$ cat config.mk
export PLATFORM = sky130hd
export DESIGN_NAME = display_scan
export DESIGN_NICKNAME = d
export VERILOG_FILES = /design/src/rtl/calc_pkg.sv /design/src/rtl/split_number.sv /design/src/rtl/display_scan.sv
export SDC_FILE = /design/constraint.sdc
export NUM_CORES = 1
export LEC_CHECK = 0
export BUFFER_PORTS_ARGS = -buffer_cell sky130_fd_sc_hd__buf_2
export CAP_MARGIN = 15
export CORE_MARGIN = 2
export CORE_UTILIZATION = 30
export DETAILED_ROUTE_END_ITERATION = 10
export HOLD_SLACK_MARGIN = 0.02
export PLACE_DENSITY_LB_ADDON = 0.3
export SLEW_MARGIN = 5
export SYNTH_ARGS = -nofsm -noshare
export SYNTH_HDL_FRONTEND = slang
export SYNTH_SLANG_ARGS = --single-unit
$ cat constraint.sdc
create_clock -name clk_i -period 9.55 [get_ports clk_i]
set_input_delay 0.4775 -clock clk_i [delete_from_list [all_inputs] [get_ports clk_i]]
set_output_delay 0.4775 -clock clk_i [all_outputs]
set_load 0.005 [all_outputs]
$ cat src/rtl/calc_pkg.sv
// Shared constants and FSM state encoding for the display scanner.
package calc_pkg;

  localparam int unsigned NUM_DIGITS  = 4;
  localparam logic [13:0] MAX_DISPLAY = 14'd9999;
  localparam logic [3:0]  BCD_ERR     = 4'hE;

  typedef enum logic [1:0] {
    IDLE   = 2'd0,
    UPDATE = 2'd1,
    SCAN   = 2'd2
  } state_e;

endpackage

$ cat src/rtl/split_number.sv
// Combinational binary-to-BCD conversion (double dabble) of a 14-bit value.
// Only the low four decimal digits are returned; larger values are flagged as overflow elsewhere.
module split_number (
  input  logic [13:0] value_i,
  output logic [15:0] digits_o
);

  logic [19:0] bcd;

  always_comb begin
    bcd = '0;
    for (int i = 13; i >= 0; i--) begin
      for (int j = 0; j < 5; j++) begin
        if (bcd[4*j +: 4] >= 4'd5) begin
          bcd[4*j +: 4] = bcd[4*j +: 4] + 4'd3;
        end
      end
      bcd = {bcd[18:0], value_i[i]};
    end
    digits_o = bcd[15:0];
  end

endmodule

$ cat src/rtl/display_scan.sv
// Multiplexed 4-digit display driver: captures a value, splits it into BCD
// digits and strobes them one at a time with optional leading-zero blanking.
import calc_pkg::*;

module display_scan #(
  parameter int unsigned CLK_DIV       = 50000,
  parameter int unsigned BLANK_LEADING = 1
) (
  input  logic        clk_i,
  input  logic        rst_ni,
  input  logic [13:0] number_i,
  input  logic        valid_i,
  output logic        ready_o,
  input  logic        enable_i,
  output logic [3:0]  digit_sel_o,
  output logic [3:0]  bcd_o,
  output logic        blank_o,
  output logic        overflow_o
);

  localparam int unsigned PW = (CLK_DIV > 1) ? $clog2(CLK_DIV) : 1;
  localparam logic [PW-1:0] PRESC_MAX = PW'(CLK_DIV - 1);

  state_e        state_q, state_d;
  logic [13:0]   value_q, value_d;
  logic [15:0]   digits_q, digits_d;
  logic          ovf_q, ovf_d;
  logic [PW-1:0] presc_q, presc_d;
  logic [1:0]    index_q, index_d;
  logic          en_q, en_d;

  logic [15:0]   split_digits;
  logic          accept;
  logic [3:0]    cur_digit;
  logic [3:0]    zero_above;

  split_number u_split (
    .value_i  (value_q),
    .digits_o (split_digits)
  );

  assign ready_o    = (state_q != UPDATE);
  assign accept     = valid_i && ready_o;
  assign overflow_o = ovf_q;

  always_comb begin
    state_d  = state_q;
    value_d  = value_q;
    digits_d = digits_q;
    ovf_d    = ovf_q;
    presc_d  = presc_q;
    index_d  = index_q;
    en_d     = enable_i;

    case (state_q)
      IDLE, SCAN: begin
        if (accept) begin
          state_d = UPDATE;
          value_d = number_i;
        end
      end
      UPDATE: begin
        state_d  = SCAN;
        digits_d = split_digits;
        ovf_d    = (value_q > MAX_DISPLAY);
      end
      default: state_d = IDLE;
    endcase

    // Scan phase is free-running across new accepts so the display never jumps.
    if (enable_i && (state_q != IDLE)) begin
      if (presc_q == PRESC_MAX) begin
        presc_d = '0;
        index_d = index_q + 2'd1;
      end else begin
        presc_d = presc_q + 1'b1;
      end
    end
  end

  always_ff @(posedge clk_i or negedge rst_ni) begin
    if (!rst_ni) begin
      state_q  <= IDLE;
      value_q  <= '0;
      digits_q <= '0;
      ovf_q    <= 1'b0;
      presc_q  <= '0;
      index_q  <= '0;
      en_q     <= 1'b0;
    end else begin
      state_q  <= state_d;
      value_q  <= value_d;
      digits_q <= digits_d;
      ovf_q    <= ovf_d;
      presc_q  <= presc_d;
      index_q  <= index_d;
      en_q     <= en_d;
    end
  end

  // Digit k is a leading zero when it and every more significant digit are zero.
  always_comb begin
    zero_above[3] = (digits_q[15:12] == 4'd0);
    zero_above[2] = zero_above[3] && (digits_q[11:8] == 4'd0);
    zero_above[1] = zero_above[2] && (digits_q[7:4] == 4'd0);
    zero_above[0] = 1'b0;
  end

  assign cur_digit = digits_q[{index_q, 2'b00} +: 4];

  always_comb begin
    digit_sel_o = 4'b0000;
    bcd_o       = 4'd0;
    blank_o     = 1'b1;
    if ((state_q != IDLE) && en_q) begin
      digit_sel_o = 4'b0001 << index_q;
      if (ovf_q) begin
        bcd_o   = BCD_ERR;
        blank_o = (index_q != 2'd0);
      end else begin
        bcd_o   = cur_digit;
        blank_o = (BLANK_LEADING != 0) && zero_above[index_q];
      end
    end
  end

endmodule

Yosys cells after proc, flatten, opt, wreduce, memory -nomap -nowiden
Cells that the tools add are included.
Widths: inputs -> output; s select.
{ "word_totals": {"latch_bits": 0, "in_bits": 18, "out_inout_bits": 11, "mem_count": 0, "elab_cells": 120, "reg_bits": 52, "ramBits": 0, "mem_bits_ro": 0} }
{ "op_classes": {"mux": 36, "order_cmp": 28, "shift": 2, "n_div": 0, "addsub": 28, "eq_ne": 5, "n_reduce_logical": 14, "multipliers": 0, "n_bitwise": 0} }
{ "op_table": {"columns": ["operator", "count"], "rows": [
  ["$mux 4", 27],
  ["$ge 4x3->1 const B", 22],
  ["$add 4x2->4 const B", 21],
  ["$add 16x1->16 const B", 1],
  ["$eq 16x16->1 const B", 1],
  ["$mux 16", 1],
  ["$shiftx 16x5->4", 1],
  ["$gt 14x14->1 const B", 1],
  ["$add 3x2->4 const B", 3],
  ["$ge 3x3->1 const B", 4],
  ["$logic_not 4->1", 3],
  ["$add 3x2->3 const B", 2],
  ["$mux 3", 2],
  ["$logic_and 1x1->1", 5],
  ["$pmux 2 s2", 1],
  ["$reduce_and 2->1", 2],
  ["$reduce_bool 2->1", 2],
  ["$shl 1x2->4 const A", 1],
  ["$lt 2x3->1 const B", 1],
  ["$mux 1", 3],
  ["$add 2x1->2 const B", 1],
  ["$bmux 1 s2", 1],
  ["$eq 2x1->1 const B", 1],
  ["$eq 2x2->1 const B", 1],
  ["other kinds (5)", 5]
]} }

Longest topological paths before layout
Gate-level depths: netlist of the first run.
{ "logic_depth": {"depth_word": 22, "ltp_mapped": 53} }

Cells and area by module
From an unflattened synthesis of the first run, not the netlist that was laid out.
{ "hier_totals": {"cells_unflattened": 812, "hier_area_um2": 6294.8} }
{ "by_module_without_submodules": {"columns": ["module", "instances", "area_each_um2", "cells_each", "seq_area_each_um2"], "rows": [
  ["split_number", 1, 3857.4, 577, 0.0],
  ["display_scan", 1, 2437.3, 235, 1301.2]
]} }

Worst setup path before layout of the first run
OpenSTA, ideal clock, no wires.
{ "synth_timing": {"kind": "reg2reg", "start": "reg value_q[12]", "end": "reg digits_q[14]", "arrival_time_ps": 9182, "n_path_buf": 2, "path_stages_with_launch": 50, "setup_slack_ps": 234, "setup_time_ps": 134, "cell_sequence": "dfrtp_1 -> inv_1 -> ha_1 -> o21ai_1 -> xnor2_2 -> inv_1 -> ha_1 -> nand2b_1 -> a32oi_2 -> buf_6 -> xnor2_2 -> inv_1 -> ha_1 -> nor2b_1 -> nor4_1 -> or2_1 -> ha_1 -> a21oi_1 -> [... 14 more ...] -> inv_1 -> ha_1 -> nand2b_1 -> o211ai_1 -> nand2_1 -> inv_1 -> ha_1 -> nor2_1 -> a211oi_1 -> o32ai_4 -> a21oi_1 -> xor2_1 -> ha_1 -> nor2b_1 -> nor2b_1 -> o41ai_1 -> and2_1 -> o31ai_1"} }
{ "synth_via": {"elab_chain_len": 22, "word_cells_on_any_way": 60, "cone_classes": "add/sub: 20; order compare: 20; mux: 20"} }
{ "synth_lines": {"columns": ["item", "line", "text"], "rows": [
  ["start, declared", "display_scan.sv:25", "logic [13:0] value_q, value_d;"],
  ["start signal, assigned", "display_scan.sv:92", "value_q <= value_d;"],
  ["$add 3x2->4 or $ge 3x3->1 (tied branches)", "split_number.sv:15, split_number.sv:14", null],
  ["$mux 4 *", "split_number.sv:14", "if (bcd[4*j +: 4] >= 4'd5) begin"],
  ["$add 4x2->4 or $ge 4x3->1 (tied branches)", "split_number.sv:15, split_number.sv:14", null],
  ["$mux 4", "split_number.sv:14", null],
  ["$ge 4x3->1 or $add 4x2->4 (tied branches)", "split_number.sv:14, split_number.sv:15", null],
  ["$mux 4", "split_number.sv:14", null],
  ["$add 4x2->4, or another cell as far along", "split_number.sv:15", "bcd[4*j +: 4] = bcd[4*j +: 4] + 4'd3;"],
  ["$mux 4", "split_number.sv:14", null],
  ["[... 6 more ...]", null, null],
  ["$add 4x2->4 or $ge 4x3->1 (tied branches)", "split_number.sv:15, split_number.sv:14", null],
  ["$mux 4", "split_number.sv:14", null],
  ["$add 4x2->4 or $ge 4x3->1 (tied branches)", "split_number.sv:15, split_number.sv:14", null],
  ["$mux 4", "split_number.sv:14", null],
  ["$add 4x2->4, or another cell as far along", "split_number.sv:15", null],
  ["$mux 4 or $mux 3 (tied branches)", "split_number.sv:14", null],
  ["$ge 4x3->1 or $add 3x2->3 (tied branches)", "split_number.sv:14, split_number.sv:15", null],
  ["$mux 3 *", "split_number.sv:14", null],
  ["end signal, assigned", "display_scan.sv:93", "digits_q <= digits_d;"],
  ["end, declared", "display_scan.sv:26", "logic [15:0] digits_q, digits_d;"]
]} }
Mark *: on every way between the ends. The rest lies on a longest branch, timed or not.
A chain may end at the register's enable or synchronous reset.

Final worst setup path of the first run
{ "layout_timing": {"start": "reg value_q[12]", "end": "reg digits_q[8]"} }
{ "layout_via": {"elab_chain_len": 22, "word_cells_on_any_way": 54, "cone_classes": "add/sub: 18; order compare: 18; mux: 18"} }
{ "layout_lines": {"columns": ["item", "line"], "rows": [
  ["$add 3x2->4 or $ge 3x3->1 (tied branches)", "split_number.sv:15, split_number.sv:14"],
  ["$mux 4 *", "split_number.sv:14"],
  ["$add 4x2->4 or $ge 4x3->1 (tied branches)", "split_number.sv:15, split_number.sv:14"],
  ["$mux 4", "split_number.sv:14"],
  ["$ge 4x3->1 or $add 4x2->4 (tied branches)", "split_number.sv:14, split_number.sv:15"],
  ["$mux 4", "split_number.sv:14"],
  ["$add 4x2->4, or another cell as far along", "split_number.sv:15"],
  ["$mux 4", "split_number.sv:14"],
  ["[... 6 more ...]", null],
  ["$add 4x2->4 or $ge 4x3->1 (tied branches)", "split_number.sv:15, split_number.sv:14"],
  ["$mux 4", "split_number.sv:14"],
  ["$add 4x2->4 or $ge 4x3->1 (tied branches)", "split_number.sv:15, split_number.sv:14"],
  ["$mux 4", "split_number.sv:14"],
  ["$add 4x2->4 or $ge 4x3->1 (tied branches)", "split_number.sv:15, split_number.sv:14"],
  ["$mux 4", "split_number.sv:14"],
  ["$add 4x2->4 or $ge 4x3->1 (tied branches)", "split_number.sv:15, split_number.sv:14"],
  ["$mux 4 *", "split_number.sv:14"]
]} }
Marked as above.

==> results.md, run 1 <==
- Skew-Pair Late Insertion Delay: 310 ps
- Avg WL per Cell: 14.2 µm
- Synth Area in Adders: 0.0556
- Slowest CP cell: or4_1
- Gr usage total: 0.146
- DP HPWL: 11600 µm
- Top cells by area, synth: dfrtp_1 21%, ha_1 5.6%, nand2_1 5.3%
- # clock sinks: 52
- Number of max-cap violations: 0
- Status: finished clean
- Clock buffer depth: 2
- Slowest stage delay, CP: 580 ps
- Cell depth of the worst setup path: 48
- Total clock buffers created by CTS: 5
- Worst path bufs/invs: 11
- Worst hold path class: in2async
- Xor/xnor share of the synthesized area: 0.0392
- I/O pin total: 29
- Final setup fails: 0
- Reg2Reg Depth: 48
- CTS H-Tree Depth: 2
- Initial antenna violation count: 0
- CP Max Fanout: 10
- Share of layout cells above drive strength 1: 0.192
- # nets final: 874
- Syn-to-layout area delta: 15.8%
- Net count after synthesis: 830
- Placement Cell Area: 0.00660 mm²
- Final hold vios: 0
- Register area share after synthesis: 0.214
- First-pass GRT wire length: 27100 µm
- Fin crit period: 8890 ps
- Simple-Gate Fraction of Synth Area: 0.251
- Setup TNS: 0 ps
- Clk slew on worst S/H paths: 80 ps
- DR DRC count: 0
- Setup slack, reg-to-reg: 660 ps
- Top-area cell type share of the netlist area: 0.214
- Crit start category: flip-flop
- Worst setup EP type: flip-flop
- RePlAce Congestion: 0.854
- Drt total wl: 15600 µm
- CTS tree: done
- Distinct cells, synth: 96
- Starting DRT DRC Count: 332
- Final worst-path cycle share: 0.931
- DR vias: 6087
- Starting density of the core: 0.303
- Total gr overflow: 0
- Die Ht: 146 µm
- Post-Syn Instances: 785
- Rows: 52
- Main combinational cell family by area after synthesis: compound AO/OA/AOI/OAI gates
- Worst-Margin Slew: 1090 ps
- Yosys reg bits: 52
- Number of enable flip-flop cells after synthesis: 0
- Worst reg2reg startpoint: value_q[12]
- CP delay by family, top: compound AO/OA/AOI/OAI gates
- Critical Path Source: value_q[12]
- Hold_buf cts: 0
- FF-to-FF End: digits_q[8]
- Design Area, Final: 0.00703 mm²
- Core Area: 0.0200 mm²
- Root Driver: clkbuf_16
- DRT antenna net count: 0
- Vias in the first global route: 5670
- Mux share of post-synthesis cell area: 0.0525
- Fill cells: 2150
- Yosys warns: 0
- Synth area leader: dfrtp_1
- Antenna Diode Count: 0
- Drt pass-1 iters: 5
- Max_slew headroom: 0.267
- Critical path endpoint: digits_q[8]
- Critical path required time: 9740 ps
- Most frequent cells in the layout: 85 x nand2_1, 65 x nor2_1, 52 x o21ai_0
- Most common cell after layout, fill and taps aside: nand2_1
- Compound-Gate Fraction of Synth Area: 0.338
- Syn Std Cell Area: 0.00607 mm²
- Max Transition Viols Final: 0
- Skew final: 10.4 ps
- Largest net degree at the start of global routing: 53
- Port-buffer cells: 28
- Critical path class: reg2reg
- Synthesized area per cell: 7.74 µm²
- Maximum clock frequency: 0.113 GHz
- DR vias/cell: 5.53
- Ys flop type: dfrtp_1
- Die width: 146 µm
- Ys async rst share: 1.00
- Die area: 0.0214 mm²
- Crit path DAT: 9080 ps
worst min path at each step:
stage / startpoint / slack, ps / endpoint / cells past startpoint
after floorplan: rst_ni / 180 / digits_q[0] / 0
after global placement: digits_q[0] / 480 / digits_q[0] / 2
after detailed placement: digits_q[0] / 470 / digits_q[0] / 2
after CTS: enable_i / 300 / en_q / 1
after global routing: enable_i / 300 / en_q / 1
final: rst_ni / 290 / presc_q[3] / 2
metrics by stage:
step | utilization | worst slack (ps) | std cells | hold WS, ps
2_1_floorplan | - | 234 | 785 | 182
3_3_place_gp | 0.329 | 53.8 | 1077 | 479
3_5_place_dp | 0.329 | -149 | 1077 | 469
4_1_cts | 0.338 | 28.1 | 1085 | 300
5_1_grt | 0.351 | -62.4 | 1100 | 304
6_report | 0.351 | 662 | 1100 | 291
cell families after synthesis:
group                    Yosys count
AND/OR/NAND/NOR                  305
multiplexers                      24
flip-flops                        52
AO/OA/AOI/OAI                    280
adder cells (fa/ha/maj)           27
XOR/XNOR                          23
buffers and inverters             74
synth_stat cells, drive strengths merged (4+ instances only):
library cell and number:
o31ai 8, mux2 11, mux2i 9, nand3 38, a21o 12, a31oi 14, clkbuf 26, a211o 5
ha 27, xor2 7, o31a 4, a21oi 50, a22oi 8, or4 6, a211oi 8, a221oi 5
nor2 65, nor4 9, o221ai 6, o2111ai 5, buf 4, nand2 85, and2 15, mux4 4
and3 10, xnor2 15, or3 9, o41ai 4, o22ai 5, nand4 13, o221a 4, o21a 9
o32ai 6, dfrtp 52, inv 42, nand2b 11, nor3 24, o32a 5, nor2b 7, o211ai 20
o21ai 62
per-layer routing:
layer	track usage	part of all wire	up-vias
met5	0	0	-
met4	0.0403	0.017	0
met3	0.00750	0.028	18
met2	0.239	0.47	109
met1	0.210	0.49	2872
li1	-	-	3088
flip-flops by register name (all words and copies together) (netlist names):
register	count
index_q	2
value_q	14
presc_q	16
en_q	1
overflow_o	1
digits_q	16
state_q	2
cell type report:
| type | count | area [µm²] | share of cell area |
|---|---|---|---|
| flip-flops and latches | 52 | 1300 | 0.185 |
| clock buffers | 5 | 125 | 0.0178 |
| multi-input cells | 659 | 4640 | 0.660 |
| clock inverters | 3 | 27.5 | 0.00391 |
| repair buffers | 67 | 433 | 0.0615 |
| inverters | 44 | 165 | 0.0235 |
| well taps | 270 | 338 | 0.0480 |
timing repair:
item	4_1_cts	5_1_grt
pin swaps	0	10
resized for setup	5	33
endpoints found under the setup margin	5	11
setup buffers	0	15
Power of run 1 is not shown: default switching activity piles up to over one toggle a cycle in this logic, so the estimate is an artifact.
==> run 2: changes to the inputs <==
BUFFER_PORTS_ARGS = -buffer_cell sky130_fd_sc_hd__buf_4   (was -buffer_cell sky130_fd_sc_hd__buf_2)
CORE_MARGIN = not set   (was 2)
SLEW_MARGIN = not set   (was 5)
==> results.md, run 2 (synthesis gave the netlist of run 1 again) <==
- Status: finished clean
- DP HPWL: 11800 µm
- Share of layout cells above drive strength 1: 0.190
- Crit-path most repeated cell: inv_1
- Drt total wl: 16000 µm
- Largest net degree at the start of global routing: 53
- FF-to-FF End: digits_q[8]
- Starting DRT DRC Count: 361
- CTS H-Tree Depth: 2
- Core Area: 0.0197 mm²
- Rows: 51
- I/O pin total: 29
- Critical path required time: 9740 ps
- # nets final: 869
- Max Transition Viols Final: 0
- DR vias: 6073
- DR DRC count: 0
- Number of max-cap violations: 0
- Total gr overflow: 0
- CTS tree: done
- Antenna Diode Count: 0
- Worst-Margin Slew: 1060 ps
- Avg WL per Cell: 14.7 µm
- Vias in the first global route: 5622
- Final hold vios: 0
- Drt pass-1 iters: 6
- Crit start category: flip-flop
- Die width: 144 µm
- Crit path DAT: 9090 ps
- Die area: 0.0208 mm²
- Biggest regs: digits_q: 16 flops, presc_q: 16 flops, value_q: 14 flops
- Clk slew on worst S/H paths: 80 ps
- RePlAce Congestion: 0.852
- Skew final: 8.37 ps
- Non-Filler Instances: 1090
- Setup slack, reg-to-reg: 650 ps
- # clock sinks: 52
- Critical path endpoint: digits_q[8]
- Initial antenna violation count: 0
- Total clock buffers created by CTS: 5
- Final worst-path cycle share: 0.932
- Critical path class: reg2reg
- Slowest CP cell: or4_1
- DR vias/cell: 5.57
- Maximum clock frequency: 0.112 GHz
- Core Util, Final: 0.360
- Placed cell count: 1070
- CP Max Fanout: 10
- WHS: 199 ps
- Final setup fails: 0
- Skew-Pair Late Insertion Delay: 310 ps
- Gr usage total: 0.158
- Clock buffer depth: 2
- Starting density of the core: 0.309
- Critical Path Source: value_q[12]
- Fin crit period: 8900 ps
- Slowest stage delay, CP: 610 ps
- Worst path bufs/invs: 10
- Syn-to-layout area delta: 16.4%
- Hold_buf cts: 0
- Max_slew headroom: 0.289
- Most common cell after layout, fill and taps aside: nand2_1
- Worst setup EP type: flip-flop
- Most frequent cells in the layout: 85 x nand2_1, 64 x nor2_1, 60 x buf_4
- Root Driver: clkbuf_16
- First-pass GRT wire length: 26800 µm
- Port-buffer cells: 28
- Worst hold path class: in2async
- CP delay by family, top: compound AO/OA/AOI/OAI gates
- DRT antenna net count: 0
- Reg2Reg Depth: 47
- Cell depth of the worst setup path: 47
- Die Ht: 144 µm
- Worst reg2reg startpoint: value_q[12]
- Setup TNS: 0 ps
run 2: worst min-delay path by stage:
stage / start / cells after the start / end / slack, ps
after global routing: rst_ni / 1 / presc_q[3] / 280
final: rst_ni / 1 / presc_q[3] / 200
after detailed placement: digits_q[0] / 2 / digits_q[0] / 480
after global placement: digits_q[0] / 2 / digits_q[0] / 480
after floorplan: rst_ni / 0 / digits_q[0] / 180
after CTS: rst_ni / 1 / presc_q[6] / 240
run 2: repair_timing:
action	CTS	global route
gates resized for setup	2	40
setup endpoints to repair	4	11
gates cloned	0	1
buffers inserted	0	11
pin swaps	0	17
run 2: per-stage QoR:
stage          worst slack (ps)  area (µm²)
6_report                    649        7070
5_1_grt                   -82.9        7070
4_1_cts                    5.59        6810
3_5_place_dp              -89.4        6650
3_3_place_gp               77.2        6650
2_1_floorplan               234        6070
run 2: layout make-up:
class / instances / area [µm²]
Sequential cell: 52 / 1300
Timing Repair Buffer: 61 / 462
Tap cell: 265 / 332
Clock inverter: 3 / 27.5
Fill cell: 2086 / 12600
Inverter: 44 / 165
Clock buffer: 5 / 125
Multi-Input combinational cell: 660 / 4650
run 2: layer usage:
layer  global-route usage  up-vias  wire length [µm]
li1                     -     3070                 -
met5                    0        -                 0
met2                0.268       81              7690
met3               0.0129        8               362
met1                0.213     2914              7760
met4               0.0432        0               209
Power of run 2 is left out for the same reason.
